File: src/rtl/cache_access_arbiter.sv
// cache_access_arbiter
//   Round-robin front end that lets two clients share one direct-mapped cache.
//   Each access runs IDLE -> ISSUE -> RESP: the request is accepted in IDLE,
//   one cache strobe is driven in ISSUE, and the cache's registered hit/data
//   go back to the owning requester in RESP. Saturating hit and miss counters
//   are kept for performance monitoring.
// Ports
//   clk, resetn               clock, asynchronous active-low reset
//   rN_valid/ready/we/addr/wdata   request channel of requester N (0 or 1)
//   rN_rvalid/rdata/hit       response of requester N (one-cycle rvalid pulse)
//   c_read_enable/c_write_enable/c_address/c_write_data   cache request side
//   c_read_data, c_hit        cache registered response
//   cnt_clear                 synchronous clear of both counters
//   hit_count, miss_count     saturating performance counters
module cache_access_arbiter #(
  parameter int ADDR_W = 22,
  parameter int DATA_W = 32,
  parameter int CNT_W  = 16
) (
  input  logic              clk,
  input  logic              resetn,
  input  logic              r0_valid,
  output logic              r0_ready,
  input  logic              r0_we,
  input  logic [ADDR_W-1:0] r0_addr,
  input  logic [DATA_W-1:0] r0_wdata,
  output logic              r0_rvalid,
  output logic [DATA_W-1:0] r0_rdata,
  output logic              r0_hit,
  input  logic              r1_valid,
  output logic              r1_ready,
  input  logic              r1_we,
  input  logic [ADDR_W-1:0] r1_addr,
  input  logic [DATA_W-1:0] r1_wdata,
  output logic              r1_rvalid,
  output logic [DATA_W-1:0] r1_rdata,
  output logic              r1_hit,
  output logic              c_read_enable,
  output logic              c_write_enable,
  output logic [ADDR_W-1:0] c_address,
  output logic [DATA_W-1:0] c_write_data,
  input  logic [DATA_W-1:0] c_read_data,
  input  logic              c_hit,
  input  logic              cnt_clear,
  output logic [CNT_W-1:0]  hit_count,
  output logic [CNT_W-1:0]  miss_count
);

  typedef enum logic [1:0] {IDLE, ISSUE, RESP} state_t;

  localparam logic [CNT_W-1:0] CNT_ONE = {{(CNT_W-1){1'b0}}, 1'b1};

  state_t            state;
  logic              last_grant;  // requester that won the most recent accept
  logic              owner;       // requester owning the in-flight access
  logic              we_q;
  logic              hit_q;
  logic [DATA_W-1:0] rdata_q;
  logic              accept;
  logic              sel_we;

  // Grant only in IDLE; under contention the requester that did not win last
  // time goes first. The two terms are mutually exclusive by construction.
  assign r0_ready = (state == IDLE) & r0_valid & (~r1_valid | last_grant);
  assign r1_ready = (state == IDLE) & r1_valid & (~r0_valid | ~last_grant);
  assign accept   = r0_ready | r1_ready;
  assign sel_we   = r1_ready ? r1_we : r0_we;

  // The cache's response is live during RESP; afterwards the captured copy
  // keeps the outputs steady until the next access completes.
  assign r0_hit   = (state == RESP) ? c_hit : hit_q;
  assign r1_hit   = r0_hit;
  assign r0_rdata = (state == RESP) ? c_read_data : rdata_q;
  assign r1_rdata = r0_rdata;

  always_ff @(posedge clk or negedge resetn) begin
    if (!resetn) begin
      state          <= IDLE;
      last_grant     <= 1'b1;
      owner          <= 1'b0;
      we_q           <= 1'b0;
      hit_q          <= 1'b0;
      rdata_q        <= '0;
      c_read_enable  <= 1'b0;
      c_write_enable <= 1'b0;
      c_address      <= '0;
      c_write_data   <= '0;
      r0_rvalid      <= 1'b0;
      r1_rvalid      <= 1'b0;
    end else begin
      case (state)
        IDLE: begin
          if (accept) begin
            owner          <= r1_ready;
            last_grant     <= r1_ready;
            we_q           <= sel_we;
            c_address      <= r1_ready ? r1_addr  : r0_addr;
            c_write_data   <= r1_ready ? r1_wdata : r0_wdata;
            c_read_enable  <= ~sel_we;
            c_write_enable <= sel_we;
            state          <= ISSUE;
          end
        end
        ISSUE: begin
          c_read_enable  <= 1'b0;
          c_write_enable <= 1'b0;
          r0_rvalid      <= ~owner;
          r1_rvalid      <= owner;
          state          <= RESP;
        end
        RESP: begin
          hit_q     <= c_hit;
          rdata_q   <= c_read_data;
          r0_rvalid <= 1'b0;
          r1_rvalid <= 1'b0;
          state     <= IDLE;
        end
        default: state <= IDLE;
      endcase
    end
  end

  // Counters saturate at all-ones; a clear wins over a same-cycle increment.
  always_ff @(posedge clk or negedge resetn) begin
    if (!resetn) begin
      hit_count  <= '0;
      miss_count <= '0;
    end else if (cnt_clear) begin
      hit_count  <= '0;
      miss_count <= '0;
    end else if (state == RESP) begin
      if (c_hit) begin
        if (~&hit_count) hit_count <= hit_count + CNT_ONE;
      end else begin
        if (~&miss_count) miss_count <= miss_count + CNT_ONE;
      end
    end
  end

endmodule

File: config.mk
export PLATFORM = sky130hd
export DESIGN_NAME = cache_access_arbiter
export DESIGN_NICKNAME = d
export VERILOG_FILES = /design/src/rtl/cache_access_arbiter.sv
export SDC_FILE = /design/constraint.sdc
export NUM_CORES = 1
export LEC_CHECK = 0
export ABC_AREA = 1
export CORE_MARGIN = 10
export CORE_UTILIZATION = 35
export CTS_BUF_LIST = sky130_fd_sc_hd__clkbuf_2
export DETAILED_ROUTE_END_ITERATION = 10
export PLACE_DENSITY = 0.8
export SYNTH_ARGS = -nofsm -noshare
export SYNTH_HDL_FRONTEND = slang
export SYNTH_SLANG_ARGS = --single-unit
File: constraint.sdc
create_clock -name clk -period 1.8 [get_ports clk]
set_input_delay 0.36 -clock clk [delete_from_list [all_inputs] [get_ports clk]]
set_output_delay 0.36 -clock clk [all_outputs]
set_load 0.01 [all_outputs]
==> results of run 1 <==
## where the power goes
group          internal, mW  switching [mW]
Sequential             3.95           0.516
Clock                  1.04            1.19
Combinational          5.28            5.13
Total                  10.3            6.84
## layout by cell type, fill, tap and decap left out, types with 2 or more instances in the layout
master	instances
o22ai_1	3
o21ai_2	2
clkbuf_16	5
nor2_1	91
diode_2	4
nand2_1	251
buf_6	68
clkinv_1	2
ha_4	2
ha_1	4
buf_4	92
a31oi_1	52
o21ai_0	23
clkinvlp_4	4
xor2_1	8
buf_12	11
dfrtp_1	114
nand2_4	37
or2_2	5
nand4_1	18
buf_16	5
clkdlybuf4s15_2	2
buf_2	93
nor2_4	2
bufinv_16	5
clkdlybuf4s50_1	146
inv_2	3
dfrtp_2	12
nand3_1	30
inv_1	33
clkinv_4	3
o21bai_1	7
clkbuf_2	17
inv_4	2
nand2_2	35
## flip-flops by register name, summed over array words and instances (netlist names)
name,cells
c_write_data,32
state,2
c_write_enable,1
c_address,22
hit_q,1
rdata_q,32
c_read_enable,1
r0_rvalid,1
r1_rvalid,1
miss_count,16
last_grant,1
owner,1
hit_count,16
## path summary, 6_finish.rpt
| kind | startpoint | endpoint | slack [ns] | cells after the start |
|---|---|---|---|---|
| worst min-delay path | resetn | hit_count[5] | 0.09 | 2 |
| worst max register to register | state[0] | c_write_data[30] | 0.02 | 12 |
| min in group clk | r0_addr[7] | c_address[7] | 0.17 | 3 |
| worst max-delay path | state[0] | r1_rdata[11] | -0.50 | 7 |
| worst min register to register | owner | r0_rvalid | 0.50 | 1 |
| max in group asynchronous | resetn | c_write_data[10] | 1.13 | 3 |
## routing by layer
metal,part of all wire,up-vias,global-route usage
met4,0.033,0,0.08502
met3,0.098,46,0.07931
li1,-,3343,-
met1,0.34,3304,0.2059
met2,0.53,290,0.3670
met5,0,-,0
## area by class of cell
type,instances,share of cell area
multi-input combinational,578,0.2771
inverter,38,0.01353
sequential,127,0.2927
tap,229,0.02626
antenna,4,0.0009172
timing repair buffer,425,0.3616
clock inverter,15,0.02006
clock buffer,17,0.007796
## what timing repair did
| item | CTS | global route |
|---|---|---|
| setup buffers | 59 | 8 |
| endpoints found under the hold margin | 127 | 0 |
| pin swaps | 18 | 8 |
| setup endpoints to repair | 199 | 140 |
| gates cloned | 5 | 6 |
| resized for setup | 824 | 21 |
| hold buffers | 1 | 0 |
## stage by stage
step                      power, mW  utilization  std cells  hold WS, ns  setup slack, ns
after floorplan               8.484            -        815      0.06441        0.0003626
after global placement        12.93       0.5413       1319       0.2783          -0.2940
after detailed placement      13.10       0.5413       1319       0.2829          -0.2604
after CTS                     16.69       0.5953       1416     0.005489          -0.6257
after global routing          18.17       0.6096       1433      0.02193          -0.6583
final                         17.10       0.6096       1433      0.09356          -0.5039
## cells by family after synthesis
logic type | Yosys count | synth area share
compound gates | 92 | 0.08769
xor+xnor | 8 | 0.01106
fa+ha+maj | 6 | 0.01185
buf+inv | 110 | 0.08947
flops | 127 | 0.5019
simple gates | 472 | 0.2980
## critical path: stages, from the launching register on
cell and delay (ns):
dfrtp_1 0.43, inv_2 0.09, ha_4 0.19, buf_12 0.18, buf_6 0.11, nand2_2 0.04, nand2_2 0.10, buf_6 0.11
==> flow_summary_export.csv, run 1 <==
group,metric,value,unit
clock_network,clkSinkCount,127,
synth,synthesis.nets,969,
worst_setup_path,required,1.44,ns
synth,synth_warnings,0,
synth,ys_seq_elements,127,
floorplanning,die_h,154.5,microns
clock_network,clkTransAtPathRegs,0.21,ns
floorplanning,core_area,17900,sq um
synth,ys_types,28,
synth,synth-edff-count,0,
worst_setup_path,startpoint_type,"flip-flop",
outcome,violations,"negative setup slack",
place,dp_hpwl,17.68,mm
detailed_routing,num_vias,6983,
floorplanning,core.rowCount,49,
power_and_ir_drop,p_leak,5.245,nW
sta,finalWorstSetupSlack,-0.5039,ns
final_layout,fin_area,10910,sq um
worst_setup_path,crit_fanout,17,
sta,final-hold-violation-count,0,
synth,syn_avg_cell_area,7.773,sq um
final_layout,seq_area,3194,sq um
synth,yosysSeqAreaShare,0.5019,
global_route,grt.total_usage,0.2041,
detailed_routing,first_pass_iters,5,
sta,relSlewSlack,0.6936,
sta,worst_pin_slew,0.4596,ns
final_layout,finalNetCount,1341,
final_layout,drive_gt1_frac,0.3450,
clock_network,numCtsBuffers,17,
synth,synth_most_common_cell,"nand2_1",
synth,synth_top_area_frac,0.4977,
detailed_routing,avgViaCountPerCell,4.873,
detailed_routing,antenna_left,0,
clock_network,cts_tree,"yes",
global_route,grt-ovfl-total,0,
sta,period_needed,2.304,ns
synth,synth_top_area_cell,"dfrtp_1",
sta,fin_setup_tns,-32.49,ns
synth,ys.flop_type,"dfrtp_1",
sta,setup_violations,68,
final_layout,multiInputGateArea,3024,sq um
synth,ys_top_cells_by_count,"321 x nand2_1, 126 x dfrtp_1, 92 x nor2_1, 54 x a31oi_1, 36 x inv_1",
floorplanning,initial_core_util,0.3539,
detailed_routing,drt-wirelength-per-cell,18.12,microns
worst_setup_path,cp-end-kind,"output port",
place,routabilityCongestion,0.8687,
global_route,grt_pass1_vias,7200,
power_and_ir_drop,p_per_area,1567,nW/um^2
sta,drv_slew,0,
place,io_buffers,305,
clock_network,clock_path_buffers,2,
hold_path,hold_class,"input port to asynchronous set/reset pin",
sta,rsz0062_at_grt,"yes",
detailed_routing,drc,0,
synth,async_flop_share,1.000,
floorplanning,ios,306,
clock_network,cts_root_buffer,"clkbuf_2",
floorplanning,die_area,23880,sq um
final_layout,fill_cells,1510,
clock_network,worstSkewPairLatency,0.70,ns
power_and_ir_drop,ir_drop,0.0008924,V
detailed_routing,drt_wl_total,25.96,mm
global_route,grt_pass1_wl,38.85,mm
sta,clock.fmax,0.4341,GHz
job,maxCapViolations,0,
worst_setup_path,crit_type,"flip-flop to output port",
worst_setup_path,worstPathArrival,1.94,ns
place,placed_area,9691,sq um
floorplanning,die_x,154.5,microns
global_route,antenna_found_initial,4,
clock_network,cts.htree.levels,4,
synth,syn-instance-count,815,
sta,fin_crit_sh,1.280,
outcome,status,"finished, violations left",
detailed_routing,drt_first_iter_violations,278,
sta,finClkSkew,0.02591,ns
final_layout,syn2layout_area_growth,72.27,%
global_route,grt_max_degree,39,
synth,synth.top_cells.by_area,"dfrtp_1 50%, nand2_1 19%, nor2_1 5.5%, a31oi_1 5.3%, buf_4 3.9%",
synth,syn_area,6335,sq um
Note: power is estimated with default switching activity, not from simulation.
==> run 2: changes to the inputs <==
--- a/config.mk
+++ b/config.mk
@@ -6,9 +6,8 @@
 export NUM_CORES = 1
 export LEC_CHECK = 0
 export ABC_AREA = 1
-export CORE_MARGIN = 10
+export CORE_MARGIN = 2
 export CORE_UTILIZATION = 35
-export CTS_BUF_LIST = sky130_fd_sc_hd__clkbuf_2
 export DETAILED_ROUTE_END_ITERATION = 10
 export PLACE_DENSITY = 0.8
 export SYNTH_ARGS = -nofsm -noshare
==> run 2 against run 1 <==
Effect of this change:
- the run still ends with negative setup slack left
- power rose by 8.8%
- global-route usage rose by 2.0 points
- critical path depth did not move
- via count fell by 1.7%
==> flow_summary_export.csv, run 2 (same netlist as run 1, synthesis figures left out) <==
group,metric,value,unit
outcome,status,"finished, violations left",
outcome,violations,"negative setup slack",
power_and_ir_drop,total_power,18.61,mW
sta,setup_violations,76,
sta,relSlewSlack,0.7454,
final_layout,postLayoutCoreUtil,0.6431,
job,maxCapViolations,0,
worst_setup_path,cp-end-kind,"output port",
floorplanning,ios,306,
power_and_ir_drop,internal-power,11.76,mW
sta,period_needed,1.986,ns
place,dp_hpwl,15.32,mm
floorplanning,core_area,17840,sq um
global_route,grt_pass1_wl,34.49,mm
detailed_routing,drt_first_iter_violations,289,
clock_network,clkTransAtPathRegs,0.06,ns
sta,hold_slack,0.3717,ns
worst_setup_path,rr_worst_depth,14,
worst_setup_path,worstPathArrival,1.63,ns
sta,rsz0062_at_grt,"yes",
detailed_routing,antenna_left,0,
clock_network,cts.htree.levels,4,
final_layout,drive_gt1_frac,0.2740,
floorplanning,die_area,19190,sq um
sta,finClkSkew,0.007959,ns
final_layout,fin_cells,1405,
sta,finalWorstSetupSlack,-0.1856,ns
global_route,grt.total_usage,0.2246,
detailed_routing,drt_wl_total,23.15,mm
power_and_ir_drop,p_leak,5.305,nW
sta,clock.fmax,0.5036,GHz
detailed_routing,num_vias,6862,
clock_network,clock_path_buffers,2,
worst_setup_path,crit_fanout,5,
place,routabilityCongestion,0.8601,
global_route,grt_pass1_vias,6731,
power_and_ir_drop,p_per_area,1622,nW/um^2
detailed_routing,first_pass_iters,5,
hold_path,hold_class,"input port to asynchronous set/reset pin",
final_layout,finalNetCount,1316,
floorplanning,die_h,138.5,microns
power_and_ir_drop,p_sw,6.852,mW
clock_network,numCtsBuffers,17,
power_and_ir_drop,p_comb_frac,0.560,
place,dp_cells,1324,
detailed_routing,drt-wirelength-per-cell,16.48,microns
final_layout,reg_top3,"c_write_data x32, rdata_q x32, c_address x22",
sta,fin_crit_sh,1.103,
clock_network,clkSinkCount,127,
floorplanning,core.rowCount,49,
sta,final-hold-violation-count,0,
worst_setup_path,crit_type,"flip-flop to output port",
detailed_routing,drc,0,
power_and_ir_drop,ir_drop,0.001102,V
detailed_routing,avgViaCountPerCell,4.884,
global_route,grt-ovfl-total,0,
place,io_buffers,305,
floorplanning,initial_core_util,0.3551,
power_and_ir_drop,power_frac_seq,0.248,
sta,worst_pin_slew,0.3780,ns
global_route,antenna_found_initial,1,
final_layout,final_cell_mix,"235 x nand2_1, 226 x clkdlybuf4s50_1, 109 x dfrtp_1",
sta,drv_slew,0,
final_layout,final_common_cell,"nand2_1",
worst_setup_path,required,1.44,ns
floorplanning,die_x,138.5,microns
power_and_ir_drop,p_clk_frac,0.192,
global_route,grt_max_degree,44,
clock_network,cts_tree,"yes",
power_and_ir_drop,swShare,0.3681,
clock_network,worstSkewPairLatency,0.42,ns
clock_network,cts_root_buffer,"clkbuf_16",
worst_setup_path,startpoint_type,"flip-flop",
final_layout,syn2layout_area_growth,81.12,%
## run 2: final cells by class
class	count	area (sq um)
Clock buffer	20	446.7
Multi-Input combinational cell	578	3064
Timing Repair Buffer	400	4160
Clock inverter	12	160.2
Fill cell	1436	6367
Inverter	38	152.6
Antenna cell	1	2.502
Sequential cell	127	3201
Tap cell	229	286.5
## run 2: worst max-delay path, cell delays in order (launching register included)
cell and delay, ns:
dfrtp_1 0.39, inv_2 0.08, ha_4 0.19, buf_8 0.14, clkbuf_16 0.15, nand2_4 0.05, nand2_4 0.09, buf_6 0.11
## run 2: path summary, 6_finish.rpt
check,slack (ns),from,to
min,0.37,resetn,hit_count[5]
max,-0.19,state[0],r1_rdata[4]
max in group asynchronous,0.83,resetn,c_address[20]
min reg2reg,0.47,owner,r0_rvalid
min in group clk,0.47,owner,r0_rvalid
max reg2reg,-0.05,state[0],c_read_enable
## run 2: stage by stage
stage,area (sq um),worst slack [ns],TNS (ns)
CTS,10790,-0.2393,-10.79
finish,11470,-0.1856,-9.753
global placement,9766,-0.2196,-11.71
floorplan,6335,0.0003626,0
global route,11470,-0.2596,-17.56
detailed placement,9766,-0.2677,-16.65
## run 2: power by group through the flow
stage	Sequential [mW]	Combinational, mW	Clock, mW
2_1_floorplan	4.78	3.70	0
3_3_place_gp	4.49	8.37	0
3_5_place_dp	4.54	8.52	0
4_1_cts	4.55	9.29	3.65
5_1_grt	4.73	11.1	3.78
6_report	4.62	10.4	3.57
## run 2: routing by layer
metal / global-route usage / share of wire / wire length, microns
met1: 0.2454 / 0.36 / 8397
met5: 0 / 0 / 0
met2: 0.3986 / 0.53 / 12180
met3: 0.08633 / 0.085 / 1962
met4: 0.07841 / 0.026 / 610
## run 2: timing repair
item                       CTS  global route
setup endpoints to repair  106           143
gates resized for setup    410           107
pin swaps                   16            13
setup buffers               23            14
cloned                       2             9
hold endpoints to repair    23             0
hold buffers                 1             0
==> run 3: changes to the inputs <==
--- a/config.mk
+++ b/config.mk
@@ -6,7 +6,6 @@
 export NUM_CORES = 1
 export LEC_CHECK = 0
 export ABC_AREA = 1
-export CORE_MARGIN = 2
 export CORE_UTILIZATION = 35
 export DETAILED_ROUTE_END_ITERATION = 10
 export PLACE_DENSITY = 0.8
==> run 3 against run 2 <==
Effect of this change:
- the run still ends with negative setup slack left
- clock power decreased by 2%
- largest power group unchanged
- largest cell class unchanged
- non-clock buffer count decreased by 15
- count of clock-buffer cells in the layout decreased by 2
- highest routed layer unchanged
==> flow_summary_export.csv, run 3 (same netlist as run 1, synthesis figures left out) <==
group,metric,value,unit
worst_setup_path,startpoint_type,"flip-flop",
global_route,grt_max_degree,46,
sta,worst_pin_slew,0.4238,ns
job,maxCapViolations,0,
final_layout,antenna_cells,0,
detailed_routing,antenna_left,0,
worst_setup_path,required,1.44,ns
clock_network,cts_tree,"yes",
detailed_routing,num_vias,6816,
clock_network,cts.htree.levels,4,
sta,finalWorstSetupSlack,-0.1982,ns
floorplanning,ios,306,
power_and_ir_drop,ir_drop,0.001010,V
detailed_routing,drt_wl_total,22.22,mm
worst_setup_path,crit_fanout,6,
global_route,grt_pass1_wl,33.27,mm
sta,setup_violations,67,
sta,finClkSkew,0.009521,ns
place,routabilityCongestion,0.8720,
floorplanning,die_h,136.5,microns
sta,final-hold-violation-count,0,
place,io_buffers,305,
place,dp_hpwl,14.96,mm
clock_network,cts_root_buffer,"clkbuf_16",
clock_network,numCtsBuffers,17,
power_and_ir_drop,total_power,18.20,mW
sta,clock.fmax,0.5004,GHz
power_and_ir_drop,p_per_area,1630,nW/um^2
hold_path,hold_class,"input port to asynchronous set/reset pin",
floorplanning,core.rowCount,48,
outcome,violations,"negative setup slack",
final_layout,final_common_cell,"nand2_1",
floorplanning,core_area,17480,sq um
global_route,grt.total_usage,0.2326,
worst_setup_path,cp-end-kind,"output port",
sta,relSlewSlack,0.7175,
floorplanning,initial_core_util,0.3625,
clock_network,clkTransAtPathRegs,0.05,ns
floorplanning,die_area,18640,sq um
detailed_routing,first_pass_iters,5,
clock_network,clock_path_buffers,2,
place,place_ws,-0.2716,ns
sta,drv_slew,0,
final_layout,multiInputGateArea,2952,sq um
floorplanning,die_x,136.5,microns
final_layout,drive_gt1_frac,0.2526,
sta,period_needed,1.998,ns
detailed_routing,drt-wirelength-per-cell,16.04,microns
global_route,grt-ovfl-total,0,
clock_network,worstSkewPairLatency,0.42,ns
final_layout,fill_cells,1373,
outcome,status,"finished, violations left",
power_and_ir_drop,p_leak,5.201,nW
final_layout,reg_top3,"c_write_data x32, rdata_q x32, c_address x22",
detailed_routing,drt_first_iter_violations,307,
sta,fin_crit_sh,1.110,
worst_setup_path,crit_type,"flip-flop to output port",
global_route,grt_pass1_vias,6586,
final_layout,final_cell_mix,"253 x nand2_1, 222 x clkdlybuf4s50_1, 106 x dfrtp_1",
detailed_routing,drc,0,
final_layout,seq_area,3204,sq um
clock_network,clkSinkCount,127,
final_layout,finalNetCount,1302,
sta,rsz0062_at_grt,"yes",
detailed_routing,avgViaCountPerCell,4.921,
global_route,antenna_found_initial,0,
worst_setup_path,worstPathArrival,1.64,ns
final_layout,syn2layout_area_growth,76.20,%
[run 3: changes by cell type in the layout (fill, tap and decap cells not counted), sizes merged]
cell	delta
diode	-1
dlymetal6s2s	+4
clkinvlp	-1
buf	-9
clkdlybuf4s50	-4
clkbuf	-8
clkinv	+3
[run 3: per-layer routing]
| metal | GRT usage | vias up | wire length [microns] | part of all wire |
|---|---|---|---|---|
| met2 | 0.4114 | 306 | 11860 | 0.53 |
| met5 | 0 | - | 0 | 0 |
| met3 | 0.08407 | 40 | 1866 | 0.084 |
| li1 | - | 3254 | - | - |
| met4 | 0.07099 | 0 | 383 | 0.017 |
| met1 | 0.2593 | 3216 | 8101 | 0.36 |
[run 3: power breakdown]
group | internal, mW | switching (mW)
clock network | 2.21 | 1.30
logic | 5.40 | 4.71
registers | 3.98 | 0.599
total | 11.6 | 6.62
[run 3: what timing repair did]
action,4_1_cts,5_1_grt
hold buffers,1,0
pin swaps,6,15
cloned,2,3
setup buffers,14,14
resized for setup,414,87
endpoints found under the hold margin,36,0
setup endpoints to repair,131,153
[run 3: worst max-delay path: stages, from the launching register on]
cell and delay, ns:
dfrtp_1 0.38, inv_2 0.11, ha_4 0.21, buf_6 0.14, buf_8 0.12, nand2_2 0.06, nand2_2 0.10, buf_6 0.11
[run 3: final cells by class]
cell class                      count  area share
Clock inverter                     13     0.01457
Timing Repair Buffer              385      0.3549
Inverter                           38     0.01390
Sequential cell                   127      0.2871
Multi-Input combinational cell    578      0.2644
Clock buffer                       18     0.03935
Timing Repair inverter              1   0.0005605
Tap cell                          225     0.02522
[run 3: path summary, 6_finish.rpt]
| check | startpoint | endpoint | cells past startpoint | slack [ns] |
|---|---|---|---|---|
| max | state[0] | r1_rdata[12] | 7 | -0.20 |
| min | resetn | hit_count[1] | 2 | 0.44 |
| max reg2reg | state[0] | miss_count[15] | 11 | 0.02 |
| min reg2reg | owner | r0_rvalid | 1 | 0.47 |
| max in group asynchronous | resetn | miss_count[7] | 3 | 0.75 |
| min in group clk | owner | r0_rvalid | 1 | 0.47 |
[run 3: metrics by stage]
stage | hold WS (ns) | utilization | cell area (sq um) | instances | setup TNS, ns
floorplan | 0.06441 | - | 6335 | 815 | 0
global placement | 0.3135 | 0.5568 | 9731 | 1321 | -17.62
detailed placement | 0.3154 | 0.5568 | 9731 | 1321 | -21.13
CTS | 0.4506 | 0.6131 | 10720 | 1369 | -11.67
global route | 0.4572 | 0.6387 | 11160 | 1385 | -16.64
finish | 0.4426 | 0.6387 | 11160 | 1385 | -10.83
